### config.mk
export PLATFORM = sky130hd
export DESIGN_NAME = b1_dec_scan
export DESIGN_NICKNAME = d
export VERILOG_FILES = /design/src/rtl/b1_dec_scan.sv
export SDC_FILE = /design/constraint.sdc
export NUM_CORES = 1
export LEC_CHECK = 0
export CAP_MARGIN = 10
export CORE_MARGIN = 4
export CORE_UTILIZATION = 45
export DETAILED_ROUTE_END_ITERATION = 8
export HOLD_SLACK_MARGIN = 0.12
export SYNTH_ARGS = -nofsm -noshare
export SYNTH_HDL_FRONTEND = slang
export SYNTH_SLANG_ARGS = --single-unit
### constraint.sdc
create_clock -name clock -period 2.5 [get_ports clock]
set_input_delay 0.625 -clock clock [delete_from_list [all_inputs] [get_ports clock]]
set_output_delay 0.625 -clock clock [all_outputs]
set_load 0.01 [all_outputs]
### src/rtl/b1_dec_scan.sv
// b1_dec_scan: registered 4-to-16 one-hot decoder with a pipelined
// accept path and a dwell-timed 0..15 output scan.
module b1_dec_scan #(
    parameter int unsigned DWELL = 4
) (
    input  logic        clock,
    input  logic        reset,
    input  logic        enable,
    input  logic [3:0]  binary_in,
    input  logic        in_valid,
    input  logic        scan_start,
    input  logic        scan_abort,
    output logic [15:0] out,
    output logic        out_valid,
    output logic        scan_busy,
    output logic        scan_done
);

    typedef enum logic [1:0] {
        IDLE,
        SCAN,
        DONE
    } state_t;

    localparam logic [7:0] DWELL_N = 8'(DWELL);

    state_t      state;
    logic        s1_valid;
    logic [3:0]  s1_code;
    logic        s2_valid;
    logic [15:0] s2_data;
    logic [3:0]  code;
    logic [7:0]  dwell;

    function automatic logic [15:0] onehot(input logic [3:0] c);
        onehot = 16'h0001 << c;
    endfunction

    // Scan FSM, accept pipeline and registered outputs in one block.
    // The dwell counter counts cycles the current code has been shown.
    always_ff @(posedge clock) begin
        if (reset) begin
            state     <= IDLE;
            s1_valid  <= 1'b0;
            s1_code   <= 4'd0;
            s2_valid  <= 1'b0;
            s2_data   <= 16'h0000;
            code      <= 4'd0;
            dwell     <= 8'd0;
            out       <= 16'h0000;
            out_valid <= 1'b0;
            scan_busy <= 1'b0;
            scan_done <= 1'b0;
        end else begin
            out_valid <= 1'b0;
            scan_done <= 1'b0;
            unique case (state)
                IDLE: begin
                    if (scan_start && !scan_abort) begin
                        state     <= SCAN;
                        scan_busy <= 1'b1;
                        code      <= 4'd0;
                        dwell     <= 8'd0;
                        s1_valid  <= 1'b0;
                        s2_valid  <= 1'b0;
                        if (!enable) out <= 16'h0000;
                    end else if (!enable) begin
                        s1_valid <= 1'b0;
                        s2_valid <= 1'b0;
                        out      <= 16'h0000;
                    end else begin
                        s1_valid <= in_valid;
                        s1_code  <= binary_in;
                        s2_valid <= s1_valid;
                        s2_data  <= onehot(s1_code);
                        if (s2_valid) begin
                            out       <= s2_data;
                            out_valid <= 1'b1;
                        end
                    end
                end
                SCAN: begin
                    s1_valid <= 1'b0;
                    s2_valid <= 1'b0;
                    if (scan_abort) begin
                        state     <= IDLE;
                        scan_busy <= 1'b0;
                        out       <= 16'h0000;
                        code      <= 4'd0;
                        dwell     <= 8'd0;
                    end else if (!enable) begin
                        out <= 16'h0000;
                    end else if (dwell == DWELL_N) begin
                        if (code == 4'd15) begin
                            state     <= DONE;
                            scan_busy <= 1'b0;
                            scan_done <= 1'b1;
                            out       <= 16'h0000;
                            code      <= 4'd0;
                            dwell     <= 8'd0;
                        end else begin
                            code  <= code + 4'd1;
                            dwell <= 8'd1;
                            out   <= onehot(code + 4'd1);
                        end
                    end else begin
                        out   <= onehot(code);
                        dwell <= dwell + 8'd1;
                    end
                end
                DONE: begin
                    state    <= IDLE;
                    s1_valid <= 1'b0;
                    s2_valid <= 1'b0;
                    if (!enable) out <= 16'h0000;
                end
                default: state <= IDLE;
            endcase
        end
    end

endmodule

==> flow_summary.toml, run 1 <==
[setup_path]
worstPathRequired_ns = 2.76
startpoint_type = "flip-flop"
crit_path_end_kind = "flip-flop"
crit_path_start = "dwell[0]"
critical_path_class = "flip-flop to flip-flop"
cp.arrival_ns = 2.52
r2r_start = "dwell[0]"
path_max_fanout = 9

[job]
cap_violations = 0

[logic_synthesis]
synth_xor_area_frac = 0.0134
synth_top_family_by_area = "compound AO/OA/AOI/OAI gates"
synth_compound_area_frac = 0.245
synthSimpleGateAreaFrac = 0.232
synthArstFlopShare = 0
ys_seq_elements = 55
synth_edf_count = 0
synth_fp_nets = 422
syn_area_per_cell_sq_um = 8.21
syn_inst = 398
synth_cell_type_count = 60
synthFlopType = "dfxtp_1"
yosysWarnings = 0
synthesis.area_sq_um = 3270
synth_fa_ha_area_frac = 0.0536
yosysSeqAreaShare = 0.337
synthMuxAreaShare = 0.0555

[sta]
finalCriticalPeriod_ns = 2.26
grt_setup_unrepaired = "false"
setup_viol = 0
fmax_mhz = 443
final-max-slew-violation-count = 0
period_share = 0.903
timing.setup.tns_ns = 0
final_hold_viol_count = 0
skew_ns = 0.00707
tightest_slew_ns = 0.659
max_slew_margin = 0.559

[cells_and_area]
finalNetCount = 454
antennaDiodeCount = 0
synthToLayoutAreaGrowth_pct = 16.0
final_cell_mix = "dfxtp_1 (55), nor2_1 (44), nand2_1 (37)"
final_common_cell = "dfxtp_1"
drive_gt1_frac = 0.0928

[power_and_ir_drop]
power_uw = 1970
leakagePower_uw = 0.00138
ir_drop_mv = 0.278
p_per_area_nw_per_um2 = 520

[grt]
grt_busiest_layer = "met1"
grt_overflow = 0
track_usage = 0.211
grt_first_pass_wirelength_um = 14700
grt_max_degree = 29
grt_use_met2 = 0.305
grt_use_met3 = 0.0370
met1_usage = 0.323
grt_pass1_vias = 2819
antenna_found_initial = 0

[place]
dp_hpwl_um = 6580
gp_congestion = 0.854
port_buffers = 28

[clocking]
cts-resized-gates = 0
cts_hold_buf = 0
cts_buffer_depth = 2
cts_max_level = 2
tritoncts = "done"
clock-sinks = 55
cts.clk_slew.worst_paths_ns = 0.10
root_buffer = "clkbuf_8"
clk-insertion-delay-late_ns = 0.31
post_cts_buffers = 0
cts_buffers = 5

[floorplan]
initial_core_util = 0.473
die-width_um = 93.2
rows = 30
die_h_um = 93.2
pin_count = 29
die_area_sq_um = 8690
core_region_area_sq_um = 6910

[route]
drc = 0
drt_first_pass_iters = 4
drt_iter0_markers = 238
wl_per_cell_um = 16.7
vias = 3037
viasPerCell = 5.76
wl_um = 8820
ant_nets = 0

[run_status]
status = "completed"

[hold_path]
hp-start = "s2_valid"
hp-class = "flip-flop to flip-flop"
[final timing paths]
check,cells past startpoint,slack (ns),endpoint
worst max-delay path,7,0.24,out[6]
worst min-delay path,2,0.47,s2_valid
worst max register to register,7,0.24,out[6]
worst min register to register,2,0.47,s2_valid
[final cells by class]
type	count	area (sq um)
clock buffer	6	72.6
fill	679	3120
clock inverter	2	16.3
sequential	55	1100
tap	96	120
multi-input combinational	305	1960
timing repair buffer	50	470
inverter	13	48.8
[cell usage after synthesis (2+ instances only)]
| master | number | area (sq um) |
|---|---|---|
| inv_1 | 12 | 45.0 |
| ha_1 | 14 | 175 |
| dfxtp_1 | 55 | 1100 |
| or3_1 | 4 | 25.0 |
| clkbuf_1 | 8 | 30.0 |
| nand2b_1 | 6 | 37.5 |
| nor3_1 | 14 | 70.1 |
| nand2_1 | 37 | 139 |
| buf_2 | 9 | 45.0 |
| buf_4 | 2 | 15.0 |
| o211ai_1 | 4 | 30.0 |
| a32o_1 | 8 | 80.1 |
| a21o_1 | 7 | 52.6 |
| mux2i_1 | 17 | 170 |
| nand3_2 | 2 | 20.0 |
| o21ai_0 | 27 | 135 |
| nor2b_1 | 3 | 18.8 |
| o21a_1 | 2 | 15.0 |
| a21oi_1 | 33 | 165 |
| nor2_1 | 44 | 165 |
| and3_1 | 5 | 31.3 |
| a31oi_1 | 6 | 37.5 |
| nor4_1 | 7 | 43.8 |
| nand4_1 | 3 | 18.8 |
| a311oi_1 | 4 | 35.0 |
| clkbuf_8 | 3 | 41.3 |
| a32oi_1 | 4 | 35.0 |
| nand3_1 | 10 | 50.1 |
| o32ai_1 | 2 | 17.5 |
| a22oi_1 | 4 | 30.0 |
| nand3b_1 | 4 | 30.0 |
| a211oi_1 | 2 | 15.0 |
| and2_1 | 3 | 18.8 |
| o221ai_1 | 3 | 26.3 |
| o2111ai_1 | 2 | 17.5 |
| xor2_1 | 4 | 35.0 |
[critical path: stages, from the launching register on]
cell and delay [ns]:
dfxtp_1 0.39, inv_1 0.08, ha_1 0.14, nor4b_4 0.28
and2_1 0.47, nand4_1 0.38, o21ai_0 0.29, a32o_1 0.18
[cell families (layout without fill, tap and decap cells)]
family	after synthesis	in the layout
DFF	55	55
buffers and inverters	38	71
AOI/OAI and AO/OA	118	118
xor gates and xnor gates	5	5
muxes	18	18
adders and majority gates	14	14
and+or+nand+nor	150	150
[state kept, by name (all words and copies together), names as in the netlist]
name       count
s2_valid       1
code           4
out           16
out_valid      1
dwell          8
scan_busy      1
s1_code        4
scan_done      1
s2_data       16
s1_valid       1
state          2
[power breakdown]
group / internal [uW] / switching, uW
registers: 918 / 46.3
clock network: 202 / 302
logic: 232 / 272
total: 1350 / 620
[per-stage QoR]
stage | cells | hold WS, ns | setup WS, ns | util | cell area [sq um]
final | 527 | 0.471 | 0.243 | 0.549 | 3790
after floorplan | 398 | 0.432 | 0.622 | - | 3270
after global routing | 527 | 0.490 | 0.0565 | 0.549 | 3790
after detailed placement | 519 | 0.457 | -0.0649 | 0.536 | 3700
after global placement | 519 | 0.442 | -0.0188 | 0.536 | 3700
after CTS | 527 | 0.473 | 0.264 | 0.549 | 3790
[metal layers]
layer | vias to the layer above | part of all wire
li1 | 1531 | -
met1 | 1413 | 0.51
met2 | 87 | 0.42
met3 | 6 | 0.059
met4 | 0 | 0.0087
met5 | - | 0
No activity file was read; power rests on OpenSTA's default activity.
==> run 2: changes to the inputs <==
--- a/config.mk
+++ b/config.mk
@@ -10,6 +10,8 @@
 export CORE_UTILIZATION = 45
 export DETAILED_ROUTE_END_ITERATION = 8
 export HOLD_SLACK_MARGIN = 0.12
+export PLACE_DENSITY_LB_ADDON = 0.08
+export SLEW_MARGIN = 10
 export SYNTH_ARGS = -nofsm -noshare
 export SYNTH_HDL_FRONTEND = slang
 export SYNTH_SLANG_ARGS = --single-unit
==> flow_summary.toml, run 2 (synthesized netlist as in run 1, its figures left out) <==
[setup_path]
crit_chain = "inv_1 -> ha_1 -> nor4b_4 -> and2_1 -> nand4_1 -> o21ai_0 -> a32o_1"
crit_path_max_incr_delay_ns = 0.45
startpoint_type = "flip-flop"
cp.arrival_ns = 2.48
crit_path_end_kind = "flip-flop"
crit_family = "simple AND/OR/NAND/NOR gates"
r2r_end = "out[4]"
worstPathRequired_ns = 2.76
cpMaxStageDelayCell = "and2_1"
critical_path_class = "flip-flop to flip-flop"
ff2ff_setup_slack_ns = 0.28
path_max_fanout = 9
path_buf_inv = 1
r2r_start = "dwell[0]"
ff2ff_path_depth = 7

[power_and_ir_drop]
p_per_area_nw_per_um2 = 543
ir_drop_mv = 0.291
power_uw = 2060
leakagePower_uw = 0.00139

[clocking]
root_buffer = "clkbuf_8"
cts.clk_slew.worst_paths_ns = 0.10
tritoncts = "done"
cts-resized-gates = 0
clock-sinks = 55
clk-insertion-delay-late_ns = 0.31
cts_buffer_depth = 2
cts_max_level = 2
cts_hold_buf = 0
post_cts_buffers = 0
cts_buffers = 5

[floorplan]
rows = 30
die_h_um = 93.2
pin_count = 29
die_area_sq_um = 8690
initial_core_util = 0.473
core_region_area_sq_um = 6910
die-width_um = 93.2

[route]
routedLengthMet1_um = 4390
wl_met2_um = 3850
wl_per_cell_um = 16.6
drc = 0
drt_iter0_markers = 193
routed.top_layer = "met4"
drt_first_pass_iters = 5
viasPerCell = 5.80
vias = 3046
wl_um = 8700
routed-wl-met3_um = 369
ant_nets = 0

[grt]
grt_pass1_vias = 2904
grt_first_pass_wirelength_um = 14600
antenna_found_initial = 0
track_usage = 0.211
grt_max_degree = 38
grt_overflow = 0

[cells_and_area]
seq_area_sq_um = 1100
synthToLayoutAreaGrowth_pct = 16.3
drive_gt1_frac = 0.0886
antennaDiodeCount = 0
multiInputGateArea_sq_um = 1960
finalNetCount = 452
final_cell_mix = "dfxtp_1 (55), nor2_1 (44), nand2_1 (37)"
final_common_cell = "dfxtp_1"
top_regs = "out x16, s2_data x16, dwell x8"
layoutNonFillerInstCount = 525
fill_cells = 684

[place]
gp_congestion = 0.877
port_buffers = 28
dp_hpwl_um = 6610
dpl.cell_count = 517

[run_status]
status = "completed"

[hold_path]
hp-class = "flip-flop to flip-flop"
hold_end = "s2_valid"
hp-start = "s2_valid"
whs_path_depth = 2

[job]
cap_violations = 0

[sta]
fmax_mhz = 451
finalCriticalPeriod_ns = 2.22
final_hold_viol_count = 0
final-max-slew-violation-count = 0
grt_setup_unrepaired = "false"
timing.setup.tns_ns = 0
max_slew_margin = 0.604
period_share = 0.887
tightest_slew_ns = 0.591
setup_viol = 0
hold_ws_ns = 0.462
skew_ns = 0.0106
[run 2: how the worst max path moves through the flow]
stage / from / to / cells past startpoint
after detailed placement: scan_abort / out[4] / 7
after global placement: scan_abort / out[12] / 7
after floorplan: state[0] / out[5] / 8
after global routing: dwell[0] / out[4] / 7
final: dwell[0] / out[4] / 7
after CTS: dwell[0] / out[4] / 7
[run 2: through the flow]
stage	worst slack, ns	util	area (sq um)
2_1_floorplan	0.622	-	3270
3_3_place_gp	0.0260	0.534	3690
3_5_place_dp	0.0185	0.534	3690
4_1_cts	0.279	0.550	3800
5_1_grt	0.0552	0.550	3800
6_report	0.283	0.550	3800
[run 2: worst register-to-register path: cells and delay by family (launching register included)]
kind            cells  cell delay (ns)
flops               1             0.38
compound gates      2             0.49
buf+inv             1             0.09
fa+ha+maj           1             0.14
simple gates        3             1.07
[run 2: power breakdown]
group | leakage (uW) | total, uW | switching (uW) | internal, uW
sequential | 0.000445 | 964 | 46.5 | 918
combinational | 0.000886 | 496 | 270 | 226
clock | 0.0000558 | 603 | 299 | 303
[run 2: layer usage]
metal  GRT usage  vias to the layer above
met1       0.306                     1449
met5           0                        -
met2       0.319                       68
li1            -                     1519
met4      0.0562                        0
met3      0.0386                       10
[run 2: cell type report]
class,count,area share
Clock inverter,2,0.0102
Inverter,13,0.0128
Tap cell,96,0.0316
Timing Repair Buffer,48,0.120
Sequential cell,55,0.290
Clock buffer,6,0.0191
Multi-Input combinational cell,305,0.516
==> run 3: changes to the inputs <==
--- a/config.mk
+++ b/config.mk
@@ -7,11 +7,11 @@
 export LEC_CHECK = 0
 export CAP_MARGIN = 10
 export CORE_MARGIN = 4
-export CORE_UTILIZATION = 45
+export CORE_UTILIZATION = 58
 export DETAILED_ROUTE_END_ITERATION = 8
 export HOLD_SLACK_MARGIN = 0.12
 export PLACE_DENSITY_LB_ADDON = 0.08
-export SLEW_MARGIN = 10
+export SLEW_MARGIN = 20
 export SYNTH_ARGS = -nofsm -noshare
 export SYNTH_HDL_FRONTEND = slang
 export SYNTH_SLANG_ARGS = --single-unit
==> flow_summary.toml, run 3 (synthesized netlist as in run 1, its figures left out) <==
[route]
wl_um = 8210
ant_nets = 0
drt_first_pass_iters = 5
drt_iter0_markers = 351
drc = 0
wl_per_cell_um = 16.5
vias = 3090
viasPerCell = 6.19

[power_and_ir_drop]
p_per_area_nw_per_um2 = 526
ir_drop_mv = 0.311
leakagePower_uw = 0.00137
power_uw = 1960

[clocking]
post_cts_buffers = 0
tritoncts = "done"
clock-sinks = 55
cts-resized-gates = 0
cts_buffer_depth = 2
cts.clk_slew.worst_paths_ns = 0.10
cts_buffers = 5
root_buffer = "clkbuf_8"
cts_max_level = 2
cts_hold_buf = 0
clk-insertion-delay-late_ns = 0.31

[sta]
finalCriticalPeriod_ns = 2.29
hold_ws_ns = 0.456
final_hold_viol_count = 0
period_share = 0.916
tightest_slew_ns = 0.593
max_slew_margin = 0.603
setup_viol = 0
fmax_mhz = 437
final-max-slew-violation-count = 0
grt_setup_unrepaired = "false"
skew_ns = 0.00895

[cells_and_area]
design_area_sq_um = 3720
layoutNonFillerInstCount = 499
final_cell_mix = "dfxtp_1 (55), nor2_1 (44), nand2_1 (37)"
synthToLayoutAreaGrowth_pct = 13.9
antennaDiodeCount = 0
final_common_cell = "dfxtp_1"
finalNetCount = 450
top_regs = "out x16, s2_data x16, dwell x8"
drive_gt1_frac = 0.0867
postLayoutCoreUtil = 0.680

[floorplan]
die-width_um = 83.1
die_h_um = 83.1
core_region_area_sq_um = 5470
die_area_sq_um = 6900
rows = 27
pin_count = 29
initial_core_util = 0.597

[run_status]
status = "completed"

[place]
dpl.cell_count = 491
dp_hpwl_um = 6130
placed_cell_area_sq_um = 3630
gp_congestion = 0.981
port_buffers = 28

[grt]
antenna_found_initial = 0
grt_max_degree = 38
grt_overflow = 0
grt_pass1_vias = 2904
grt_first_pass_wirelength_um = 14100
track_usage = 0.243

[setup_path]
path_max_fanout = 11
critical_path_class = "input pin to flip-flop"
startpoint_type = "input pin"
worstPathRequired_ns = 2.69
cp.arrival_ns = 2.48
ff2ff_setup_slack_ns = 0.30
crit_path_end_kind = "flip-flop"

[job]
cap_violations = 0

[hold_path]
hp-class = "flip-flop to flip-flop"
## run 3: final timing paths
check / to / start / depth (start not counted)
worst max-delay path: out[8] / scan_abort / 7
worst min-delay path: s2_valid / s2_valid / 2
worst max register to register: out[14] / dwell[0] / 7
worst min register to register: s2_valid / s2_valid / 2
## run 3: power breakdown
part	switching [uW]	leakage, uW	internal (uW)
Combinational	270	0.000872	224
Clock	298	0.0000485	201
Sequential	46.5	0.000445	918
Total	614	0.00137	1340
## run 3: through the flow
step | TNS (ns) | setup slack [ns]
3_5_place_dp | -0.00836 | -0.00836
4_1_cts | 0 | 0.233
5_1_grt | 0 | 0.0336
2_1_floorplan | 0 | 0.622
6_report | 0 | 0.211
3_3_place_gp | 0 | 0.0451
## run 3: critical path, stage by stage
cell             delay [ns]
clkdlybuf4s50_1        0.48
and2b_4                0.28
buf_4                  0.22
mux2i_1                0.28
o21ai_0                0.14
a311oi_1               0.32
a21oi_1                0.12
## run 3: routing by layer
metal | vias up | share of wire | GRT usage
li1 | 1514 | - | -
met1 | 1462 | 0.45 | 0.337
met2 | 103 | 0.48 | 0.406
met3 | 11 | 0.055 | 0.0268
met4 | 0 | 0.014 | 0.0579
met5 | - | 0 | 0
## run 3: area by class of cell
class                           instances  area [sq um]
Inverter                               13          48.8
Multi-Input combinational cell        305          1960
Clock buffer                            5          68.8
Timing Repair Buffer                   46           428
Clock inverter                          3          22.5
Sequential cell                        55          1100
Fill cell                             484          1750
Tap cell                               72          90.1
